[src/rtl/csc_pkg.sv]
// Shared definitions for the RGB -> YCrCb stream converter: mode encoding,
// coefficient derivation for BT.601 / BT.709 at any fractional width, and
// the output saturation helper.
package csc_pkg;

   typedef enum logic {
      CSC_BT601 = 1'b0,
      CSC_BT709 = 1'b1
   } csc_mode_e;

   // Luma weights of each standard as exact decimal fractions (num / den)
   localparam longint BT601_KR_NUM = 299;
   localparam longint BT601_KB_NUM = 114;
   localparam longint BT601_DEN    = 1000;
   localparam longint BT709_KR_NUM = 2126;
   localparam longint BT709_KB_NUM = 722;
   localparam longint BT709_DEN    = 10000;

   typedef struct packed {
      int kr;
      int kg;
      int kb;
      int scr;
      int scb;
   } csc_coef_t;

   // Integer division rounded to nearest (ties up) for positive operands
   function automatic longint csc_round_div(longint num, longint den);
      return (2 * num + den) / (2 * den);
   endfunction

   // Kg is taken as the remainder so the three luma weights always sum to one;
   // chroma scales are 1 / (2 * (1 - K)) in Q1.coef_w
   function automatic csc_coef_t csc_coefs(csc_mode_e mode, int coef_w);
      csc_coef_t c;
      longint    one;
      longint    kr_num;
      longint    kb_num;
      longint    den;
      one = longint'(1) << coef_w;
      if (mode == CSC_BT709) begin
         kr_num = BT709_KR_NUM;
         kb_num = BT709_KB_NUM;
         den    = BT709_DEN;
      end else begin
         kr_num = BT601_KR_NUM;
         kb_num = BT601_KB_NUM;
         den    = BT601_DEN;
      end
      c.kr  = int'(csc_round_div(kr_num * one, den));
      c.kb  = int'(csc_round_div(kb_num * one, den));
      c.kg  = int'(one) - c.kr - c.kb;
      c.scr = int'(csc_round_div(one * den, 2 * (den - kr_num)));
      c.scb = int'(csc_round_div(one * den, 2 * (den - kb_num)));
      return c;
   endfunction

   // Saturate a signed value into the unsigned range [0, 2^data_w - 1]
   function automatic longint csc_clamp(longint v, int data_w);
      longint max_v;
      longint res;
      max_v = (longint'(1) << data_w) - 1;
      if (v < 0) begin
         res = 0;
      end else if (v > max_v) begin
         res = max_v;
      end else begin
         res = v;
      end
      return res;
   endfunction

endpackage

[src/rtl/ycrcb_stream_converter_if.sv]
// Pixel stream bundle for the colour converter: RGB input side with frame
// sideband and standard select, YCrCb output side, valid/ready on both.
interface ycrcb_stream_converter_if #(
   parameter int DATA_W = 8
);
   logic              in_valid;
   logic              in_ready;
   logic [DATA_W-1:0] in_r;
   logic [DATA_W-1:0] in_g;
   logic [DATA_W-1:0] in_b;
   logic              in_sof;
   logic              in_eol;
   logic              mode;
   logic              out_valid;
   logic              out_ready;
   logic [DATA_W-1:0] out_y;
   logic [DATA_W-1:0] out_cr;
   logic [DATA_W-1:0] out_cb;
   logic              out_sof;
   logic              out_eol;

   // Pixel source and result sink
   modport master (
      output in_valid, in_r, in_g, in_b, in_sof, in_eol, mode, out_ready,
      input  in_ready, out_valid, out_y, out_cr, out_cb, out_sof, out_eol
   );

   // The converter itself
   modport slave (
      input  in_valid, in_r, in_g, in_b, in_sof, in_eol, mode, out_ready,
      output in_ready, out_valid, out_y, out_cr, out_cb, out_sof, out_eol
   );
endinterface

[src/rtl/csc_coef_sel.sv]
// Maps a colour standard to its luma weights and chroma scales. Both sets
// are elaboration-time constants derived from COEF_W.
module csc_coef_sel
   import csc_pkg::*;
#(
   parameter int COEF_W = 10
) (
   input  csc_mode_e     mode,
   output logic [COEF_W:0] kr,
   output logic [COEF_W:0] kg,
   output logic [COEF_W:0] kb,
   output logic [COEF_W:0] scr,
   output logic [COEF_W:0] scb
);
   localparam csc_coef_t C601 = csc_coefs(CSC_BT601, COEF_W);
   localparam csc_coef_t C709 = csc_coefs(CSC_BT709, COEF_W);

   // Select the coefficient set of the requested standard
   always_comb begin
      kr  = (COEF_W+1)'(C601.kr);
      kg  = (COEF_W+1)'(C601.kg);
      kb  = (COEF_W+1)'(C601.kb);
      scr = (COEF_W+1)'(C601.scr);
      scb = (COEF_W+1)'(C601.scb);
      if (mode == CSC_BT709) begin
         kr  = (COEF_W+1)'(C709.kr);
         kg  = (COEF_W+1)'(C709.kg);
         kb  = (COEF_W+1)'(C709.kb);
         scr = (COEF_W+1)'(C709.scr);
         scb = (COEF_W+1)'(C709.scb);
      end
   end
endmodule

[src/rtl/ycrcb_stream_converter.sv]
// Streaming RGB -> YCrCb converter, three register stages, global stall on
// output back-pressure. The colour standard is latched per frame and each
// pixel carries its own chroma scales through the pipe.
// Build option: define CSC_ROUND_EN to round half up before each final
// shift; otherwise results are floor-truncated.
module ycrcb_stream_converter
   import csc_pkg::*;
#(
   parameter int DATA_W = 8,
   parameter int COEF_W = 10
) (
   input  logic                     clk,
   input  logic                     rst,
   ycrcb_stream_converter_if.slave  bus
);
   localparam int K_W     = COEF_W + 1;
   localparam int PROD_W  = DATA_W + COEF_W + 1;
   localparam int SUM_W   = DATA_W + COEF_W + 2;
   localparam int CHR_W   = SUM_W + COEF_W + 2;
   localparam int Y_SHIFT = COEF_W;
   localparam int C_SHIFT = 2 * COEF_W;
`ifdef CSC_ROUND_EN
   localparam longint Y_RND = longint'(1) << (Y_SHIFT - 1);
   localparam longint C_RND = longint'(1) << (C_SHIFT - 1);
`else
   localparam longint Y_RND = 0;
   localparam longint C_RND = 0;
`endif
   localparam longint C_OFS = longint'(1) << (DATA_W - 1 + C_SHIFT);

   logic                     adv;
   logic                     accept;
   csc_mode_e                active_mode;
   csc_mode_e                pix_mode;
   logic [K_W-1:0]           kr;
   logic [K_W-1:0]           kg;
   logic [K_W-1:0]           kb;
   logic [K_W-1:0]           scr;
   logic [K_W-1:0]           scb;

   logic                     s1_valid;
   logic                     s1_sof;
   logic                     s1_eol;
   logic [PROD_W-1:0]        s1_pr;
   logic [PROD_W-1:0]        s1_pg;
   logic [PROD_W-1:0]        s1_pb;
   logic [DATA_W-1:0]        s1_r;
   logic [DATA_W-1:0]        s1_b;
   logic [K_W-1:0]           s1_scr;
   logic [K_W-1:0]           s1_scb;
   logic [SUM_W-1:0]         s1_yfull;
   logic signed [SUM_W-1:0]  s1_dr;
   logic signed [SUM_W-1:0]  s1_db;

   logic                     s2_valid;
   logic                     s2_sof;
   logic                     s2_eol;
   logic [SUM_W-1:0]         s2_yfull;
   logic signed [SUM_W-1:0]  s2_dr;
   logic signed [SUM_W-1:0]  s2_db;
   logic [K_W-1:0]           s2_scr;
   logic [K_W-1:0]           s2_scb;
   logic signed [CHR_W-1:0]  cr_prod;
   logic signed [CHR_W-1:0]  cb_prod;
   longint                   y_val;
   longint                   cr_val;
   longint                   cb_val;

   logic                     out_valid_q;
   logic                     out_sof_q;
   logic                     out_eol_q;
   logic [DATA_W-1:0]        out_y_q;
   logic [DATA_W-1:0]        out_cr_q;
   logic [DATA_W-1:0]        out_cb_q;

   assign adv          = !out_valid_q || bus.out_ready;
   assign accept       = bus.in_valid && adv;
   assign bus.in_ready = adv;
   assign pix_mode     = bus.in_sof ? csc_mode_e'(bus.mode) : active_mode;

   csc_coef_sel #(.COEF_W(COEF_W)) u_coef_sel (
      .mode (pix_mode),
      .kr   (kr),
      .kg   (kg),
      .kb   (kb),
      .scr  (scr),
      .scb  (scb)
   );

   // Latch the requested standard on every accepted start-of-frame pixel
   always_ff @(posedge clk) begin
      if (rst) begin
         active_mode <= CSC_BT601;
      end else if (accept && bus.in_sof) begin
         active_mode <= csc_mode_e'(bus.mode);
      end
   end

   // Stage 1: weighted components, raw R/B and this pixel's chroma scales
   always_ff @(posedge clk) begin
      if (rst) begin
         s1_valid <= 1'b0;
      end else if (adv) begin
         s1_valid <= bus.in_valid;
         s1_sof   <= bus.in_sof;
         s1_eol   <= bus.in_eol;
         s1_pr    <= PROD_W'(kr) * PROD_W'(bus.in_r);
         s1_pg    <= PROD_W'(kg) * PROD_W'(bus.in_g);
         s1_pb    <= PROD_W'(kb) * PROD_W'(bus.in_b);
         s1_r     <= bus.in_r;
         s1_b     <= bus.in_b;
         s1_scr   <= scr;
         s1_scb   <= scb;
      end
   end

   // Full-precision luma and colour differences, all in Q.COEF_W
   always_comb begin
      s1_yfull = SUM_W'(s1_pr) + SUM_W'(s1_pg) + SUM_W'(s1_pb);
      s1_dr    = $signed(SUM_W'(s1_r) << COEF_W) - $signed(s1_yfull);
      s1_db    = $signed(SUM_W'(s1_b) << COEF_W) - $signed(s1_yfull);
   end

   // Stage 2: register luma sum and signed R-Y / B-Y
   always_ff @(posedge clk) begin
      if (rst) begin
         s2_valid <= 1'b0;
      end else if (adv) begin
         s2_valid <= s1_valid;
         s2_sof   <= s1_sof;
         s2_eol   <= s1_eol;
         s2_yfull <= s1_yfull;
         s2_dr    <= s1_dr;
         s2_db    <= s1_db;
         s2_scr   <= s1_scr;
         s2_scb   <= s1_scb;
      end
   end

   // Chroma scaling, mid-scale offset and floor shift before saturation
   always_comb begin
      cr_prod = CHR_W'(s2_dr) * CHR_W'($signed({1'b0, s2_scr}));
      cb_prod = CHR_W'(s2_db) * CHR_W'($signed({1'b0, s2_scb}));
      y_val   = (longint'(s2_yfull) + Y_RND) >>> Y_SHIFT;
      cr_val  = (longint'(cr_prod) + C_OFS + C_RND) >>> C_SHIFT;
      cb_val  = (longint'(cb_prod) + C_OFS + C_RND) >>> C_SHIFT;
   end

   // Stage 3: saturated results and sideband presented downstream
   always_ff @(posedge clk) begin
      if (rst) begin
         out_valid_q <= 1'b0;
         out_sof_q   <= 1'b0;
         out_eol_q   <= 1'b0;
         out_y_q     <= '0;
         out_cr_q    <= '0;
         out_cb_q    <= '0;
      end else if (adv) begin
         out_valid_q <= s2_valid;
         out_sof_q   <= s2_sof;
         out_eol_q   <= s2_eol;
         out_y_q     <= DATA_W'(csc_clamp(y_val, DATA_W));
         out_cr_q    <= DATA_W'(csc_clamp(cr_val, DATA_W));
         out_cb_q    <= DATA_W'(csc_clamp(cb_val, DATA_W));
      end
   end

   assign bus.out_valid = out_valid_q;
   assign bus.out_sof   = out_sof_q;
   assign bus.out_eol   = out_eol_q;
   assign bus.out_y     = out_y_q;
   assign bus.out_cr    = out_cr_q;
   assign bus.out_cb    = out_cb_q;
endmodule

[src/flat_wrapper.sv]
// flat-port wrapper written by rule: the top's interface ports become plain ports
module ycrcb_stream_converter_flat import csc_pkg::*;
#(
   parameter int DATA_W = 8,
   parameter int COEF_W = 10
)
  (clk, rst, bus_in_valid, bus_in_r, bus_in_g, bus_in_b, bus_in_sof, bus_in_eol, bus_mode, bus_out_ready, bus_in_ready, bus_out_valid, bus_out_y, bus_out_cr, bus_out_cb, bus_out_sof, bus_out_eol);
  ycrcb_stream_converter_if #(.DATA_W(DATA_W)) bus_i ();
  input  logic clk;
  input  logic rst;
  input wire logic [$bits(bus_i.in_valid)-1:0] bus_in_valid;
  input wire logic [$bits(bus_i.in_r)-1:0] bus_in_r;
  input wire logic [$bits(bus_i.in_g)-1:0] bus_in_g;
  input wire logic [$bits(bus_i.in_b)-1:0] bus_in_b;
  input wire logic [$bits(bus_i.in_sof)-1:0] bus_in_sof;
  input wire logic [$bits(bus_i.in_eol)-1:0] bus_in_eol;
  input wire logic [$bits(bus_i.mode)-1:0] bus_mode;
  input wire logic [$bits(bus_i.out_ready)-1:0] bus_out_ready;
  output wire logic [$bits(bus_i.in_ready)-1:0] bus_in_ready;
  output wire logic [$bits(bus_i.out_valid)-1:0] bus_out_valid;
  output wire logic [$bits(bus_i.out_y)-1:0] bus_out_y;
  output wire logic [$bits(bus_i.out_cr)-1:0] bus_out_cr;
  output wire logic [$bits(bus_i.out_cb)-1:0] bus_out_cb;
  output wire logic [$bits(bus_i.out_sof)-1:0] bus_out_sof;
  output wire logic [$bits(bus_i.out_eol)-1:0] bus_out_eol;
  assign bus_i.in_valid = bus_in_valid;
  assign bus_i.in_r = bus_in_r;
  assign bus_i.in_g = bus_in_g;
  assign bus_i.in_b = bus_in_b;
  assign bus_i.in_sof = bus_in_sof;
  assign bus_i.in_eol = bus_in_eol;
  assign bus_i.mode = bus_mode;
  assign bus_i.out_ready = bus_out_ready;
  assign bus_in_ready = bus_i.in_ready;
  assign bus_out_valid = bus_i.out_valid;
  assign bus_out_y = bus_i.out_y;
  assign bus_out_cr = bus_i.out_cr;
  assign bus_out_cb = bus_i.out_cb;
  assign bus_out_sof = bus_i.out_sof;
  assign bus_out_eol = bus_i.out_eol;
  ycrcb_stream_converter #(.DATA_W(DATA_W), .COEF_W(COEF_W)) u_core (.clk(clk), .rst(rst), .bus(bus_i));
endmodule
[config.mk]
export PLATFORM = sky130hd
export DESIGN_NAME = ycrcb_stream_converter_flat
export DESIGN_NICKNAME = d
export VERILOG_FILES = /design/src/rtl/csc_pkg.sv /design/src/rtl/ycrcb_stream_converter_if.sv /design/src/rtl/csc_coef_sel.sv /design/src/rtl/ycrcb_stream_converter.sv /design/src/flat_wrapper.sv
export SDC_FILE = /design/constraint.sdc
export NUM_CORES = 1
export LEC_CHECK = 0
export ABC_AREA = 0
export BUFFER_PORTS_ARGS = -buffer_cell sky130_fd_sc_hd__buf_2
export CORE_AREA = 2 2 248 250
export CTS_CLUSTER_DIAMETER = 120
export DETAILED_ROUTE_END_ITERATION = 7
export DIE_AREA = 0 0 250 252
export HOLD_SLACK_MARGIN = 0.02
export PLACE_DENSITY = 0.7
export SETUP_SLACK_MARGIN = 0.15
export SYNTH_ARGS = -nofsm -noshare
export SYNTH_HDL_FRONTEND = slang
export SYNTH_HIERARCHICAL = 1
export SYNTH_SLANG_ARGS = --single-unit
[constraint.sdc]
create_clock -name clk -period 21 [get_ports clk]
set_input_delay 2.1 -clock clk [delete_from_list [all_inputs] [get_ports clk]]
set_output_delay 2.1 -clock clk [all_outputs]
set_load 0.01 [all_outputs]
# [Word-level counts from Yosys, hierarchy flattened]
# Index checks and enable logic that the tools add are counted.
[classes] addsub=6 mux=12 bitwise_logic=1 n_lt_le_gt_ge=6 reduce_logical=5 multipliers=5
[op_table] operator="$add 32x29->33 const B" n=2
[op_table] operator="$mul 20x12->32" n=2
[op_table] operator="$mux 8" n=7
[op_table] operator="$sub 19x20->20" n=2
[op_table] operator="$gt 13x9->1 const B" n=2
[op_table] operator="$lt 13x1->1 const B" n=2
[op_table] operator="$add 19x19->20" n=1
[op_table] operator="$add 20x19->20" n=1
[op_table] operator="$mul 11x8->19" n=1
[op_table] operator="$mul 10x8->18" n=1
[op_table] operator="$mul 7x8->15" n=1
[op_table] operator="$mux 7" n=2
[op_table] operator="$gt 10x8->1 const B" n=1
[op_table] operator="$lt 10x1->1 const B" n=1
[op_table] operator="$mux 9" n=1
[op_table] operator="$mux 6" n=1
[op_table] operator="$logic_and 1x1->1" n=2
[op_table] operator="$reduce_and 2->1" n=1
[op_table] operator="$logic_not 1->1" n=1
[op_table] operator="$logic_or 1x1->1" n=1
[op_table] operator="$mux 1" n=1
[op_table] operator="$not 1->1" n=1
[totals] word_cells=60 input_bits=31 output_inout_bits=28 ff_bits=211

# [Longest topological paths before layout]
[logic_depth] word_depth=5 mapped_depth=22 mapped_depth_nobuf=21

# [By module]
# Netlist, hierarchy kept.
[by_module_without_submodules] module="ycrcb_stream_converter" area_each_um2=31959.4 instances=1 seq_area_each_um2=5435.2 cells_each=3261
[by_module_without_submodules] module="csc_coef_sel" area_each_um2=416.6 instances=1 seq_area_each_um2=0.0 cells_each=57

# [Worst setup path before layout]
# Ideal clock, no wire load.
[synth_timing] path_type="in2reg" startpoint="input port bus_out_ready" endpoint="register u_core.out_cb_q[6] (netlist: u_core/bus.out_cb[6])" path_buffers=1 arrival_ns=10.973 setup_time_ns=0.116 required_time_ns=20.884 path_slack_ns=9.911 cell_stages=5 cell_sequence="nor2b_1 > clkbuf_1 > nor2_1 > o21ai_0 > a22oi_1"
[synth_between] elab_chain_len=1
[synth_lines] element="from (decl)" line="flat_wrapper.sv:18" rtl="input wire logic [$bits(bus_i.out_ready)-1:0] bus_out_ready;"
[synth_lines] element="$logic_or 1x1->1" line="ycrcb_stream_converter.sv:76" rtl="assign adv = !out_valid_q || bus.out_ready;"
[synth_lines] element="to (signal assigned)" line="ycrcb_stream_converter.sv:164" rtl="out_cb_q <= DATA_W'(csc_clamp(cb_val, DATA_W));"
[synth_lines] element="to (decl)" line="ycrcb_stream_converter.sv:74" rtl="logic [DATA_W-1:0] out_cb_q;"
# Every way passes these cells.
# A chain may end at the register's enable or synchronous reset.

==> flow_summary.yaml <==
timing:
  max-slew-margin-rel: 0.3083
  slew_violations: 0
  layout_min_cycle_time_ns: 7.573
  rsz0062_at_grt: "false"
  fin_skew_ns: 0.01706
  setup_violations: 0
  max_freq_ghz: 0.1320
  fin_setup_tns_ns: 0
  hold_viol: 0
  final.period_utilization: 0.3606
  tightest_slew_ns: 1.038
yosys:
  syn_area_sq_um: 32380
  synth_edf_count: 161
  synth_cell_types: 70
  seq_area_frac_synth: 0.1679
  synth_flop_cell: "edfxtp_1"
  async_flop_share: 0
  synthCells: 3318
  synth_top_cell_by_area: "fa_1"
  yosys-top-cells-area: "fa_1 36%, edfxtp_1 15%, ha_1 13%, inv_1 8.2%, and2_1 6.3%"
  ys_ff_latch: 191
  yosysMostFrequentCell: "inv_1"
  synthTopCellsByCount: "706 x inv_1, 590 x fa_1, 435 x nand2_1"
  syn_avg_cell_area_sq_um: 9.758
  synth_top_area_frac: 0.3648
  ys.warnings.count: 6
clocking:
  cts_buffer_depth: 2
  cts_root_buffer: "clkbuf_16"
  post_cts_buffers: 0
  cts-hold-fix-buffers: 0
  tritoncts: "yes"
  cts_resized: 0
  numCtsBuffers: 17
  insertion_delay_ns: 0.46
  clk_pin_slew_ns: 0.08
  clock_sinks: 191
  h-tree-depth: 4
place:
  portBuffers: 58
  dp_hpwl_microns: 51760
  gp_congestion: 0.8499
route:
  drt_iter0_markers: 1135
  wl_microns: 64640
  vias_per_cell: 5.198
  drt-wirelength-per-cell_microns: 15.92
  vias: 21110
  dr.pass1.iters: 5
  drc: 0
  final_antenna_net_count: 0
grt:
  grt_usage: 0.2185
  overflow: 0
  grt_max_degree: 60
  grt_antenna_before_repair: 0
  grt_pass1_wl_microns: 110900
  grt_pass1_vias: 22350
final_layout:
  drive_gt1_frac: 0.03843
  antenna_cells: 0
  nNetsFinal: 4211
  syn2layout_area_growth_pct: 3.880
  n_fill_cell: 5284
hold_path:
  min_delay_path_depth: 0
  whs_endpoint: "u_core/s2_scr[5]$_DFFE_PP_"
  hold_class: "reg -> reg"
  min_from: "u_core/s1_scr[5]$_DFFE_PP_"
floorplanning:
  die_y_microns: 252
  die_x_microns: 250
  core_sq_um: 60130
  dieArea_sq_um: 63000
  rows: 90
  io_pins: 59
  start_util: 0.5384
setup_path:
  worstSetupStartpointType: "input port"
  cp_data_arrival_time_ns: 7.79
  rr_endpoint: "u_core/bus.out_cb[5]$_SDFFE_PP0N_"
  reg2reg_from: "u_core/s2_scb[6]$_DFFE_PP_"
  worstPathMaxFanout: 59
  end_kind: "flip-flop"
  timing_worst_setup_path_type: "in -> reg"
  cp.required_ns: 21.21
  worst-r2r-setup-slack_ns: 13.93
  reg2regPathDepth: 19
status:
  status: "finished, final reports clean"
job:
  drv_cap: 0
## cells by family (layout without fill, tap and decap cells)
logic type / after synthesis / in the layout / synth area share
fa+ha+maj: 914 / 914 / 0.4900
buf+inv: 875 / 803 / 0.1079
xor+xnor: 116 / 116 / 0.03161
flops: 191 / 191 / 0.1679
simple gates: 942 / 942 / 0.1434
compound gates: 272 / 272 / 0.05693
mux: 6 / 6 / 0.001971
other cells: 2 / 35 / 0.0002320
## layer usage
metal	share of wire	vias to the layer above	track usage
met3	0.034	53	0.01909
met2	0.50	389	0.3839
met4	0.016	0	0.04927
li1	-	9983	-
met5	0	-	0
met1	0.45	10680	0.2961
## cell usage in the layout, fill, tap and decap left out, drive strengths merged, types with 6 or more instances in the layout
master,count
o21a,13
xor2,29
nor2b,11
xnor2,87
or3,9
a21o,29
a21oi,76
ha,324
inv,715
clkbuf,17
conb,35
edfxtp,161
o22ai,10
nand4,8
nand2b,7
buf,65
nand3,20
a22oi,9
o21ai,45
nor2,68
fa,590
nor3,27
o21bai,11
and2,324
and3,16
nand2,435
o31ai,7
o41ai,6
a211oi,26
dfxtp,30
a31oi,7
## sequential cells by signal, summed over array words and instances, names as in the netlist, 8 cells and up
name               cells
u_core/s1_pb          19
u_core/s1_pg          19
u_core/s1_pr          19
u_core/s2_dr          19
u_core/s1_scb         11
u_core/s1_scr         11
u_core/s2_scb         11
u_core/s2_scr         11
u_core/s2_yfull       11
u_core/s2_db          10
u_core/bus.out_cb      8
u_core/bus.out_cr      8
u_core/bus.out_y       8
u_core/s1_b            8
u_core/s1_r            8
## cell type report
| cell class | instances | area [sq um] | area share |
|---|---|---|---|
| clock buffer | 17 | 425.4 | 0.01265 |
| clock inverter | 15 | 222.7 | 0.006622 |
| inverter | 706 | 2650 | 0.07879 |
| multi-input combinational | 2285 | 23580 | 0.7010 |
| sequential | 191 | 5435 | 0.1616 |
| tap | 782 | 978.4 | 0.02909 |
| timing repair buffer | 65 | 342.8 | 0.01019 |
## critical path: stages
cell,delay [ns]
buf_2,0.10
mux2_2,0.33
buf_4,0.30
inv_1,0.31
buf_4,0.47
nand2_1,0.15
fa_1,0.53
fa_1,0.55
inv_1,0.05
fa_1,0.48
inv_1,0.05
fa_1,0.47
inv_1,0.04
ha_1,0.33
a21boi_0,0.28
o21ai_0,0.18
a211oi_1,0.36
nor3_1,0.12
or3_1,0.40
xnor2_1,0.13
## how the worst max path moves through the flow
stage | from | cells after the start | slack, ns | to
after floorplan | bus_out_ready | 5 | 9.91 | u_core/bus.out_cb[6]$_SDFFE_PP0N_
after global placement | bus_in_sof | 20 | 13.08 | u_core/s1_pr[18]$_DFFE_PP_
after detailed placement | bus_in_sof | 20 | 12.94 | u_core/s1_pb[15]$_DFFE_PP_
after CTS | bus_in_sof | 20 | 13.42 | u_core/s1_pb[15]$_DFFE_PP_
after global routing | bus_in_sof | 20 | 13.07 | u_core/s1_pb[15]$_DFFE_PP_
final | bus_in_sof | 20 | 13.43 | u_core/s1_pb[15]$_DFFE_PP_
## per-stage QoR
| step | utilization | cells | hold slack, ns | setup WS [ns] | cell area (sq um) |
|---|---|---|---|---|---|
| 3_3_place_gp | 0.5485 | 4029 | 0.4004 | 13.08 | 32980 |
| 6_report | 0.5593 | 4061 | 0.4215 | 13.43 | 33630 |
| 2_1_floorplan | - | 3351 | 0.4003 | 9.911 | 32500 |
| 3_5_place_dp | 0.5485 | 4029 | 0.4045 | 12.94 | 32980 |
| 5_1_grt | 0.5593 | 4061 | 0.4322 | 13.07 | 33630 |
| 4_1_cts | 0.5593 | 4061 | 0.4190 | 13.42 | 33630 |
Power is not shown: default switching activity piles up to over one toggle a cycle in this logic, so the estimate is an artifact.
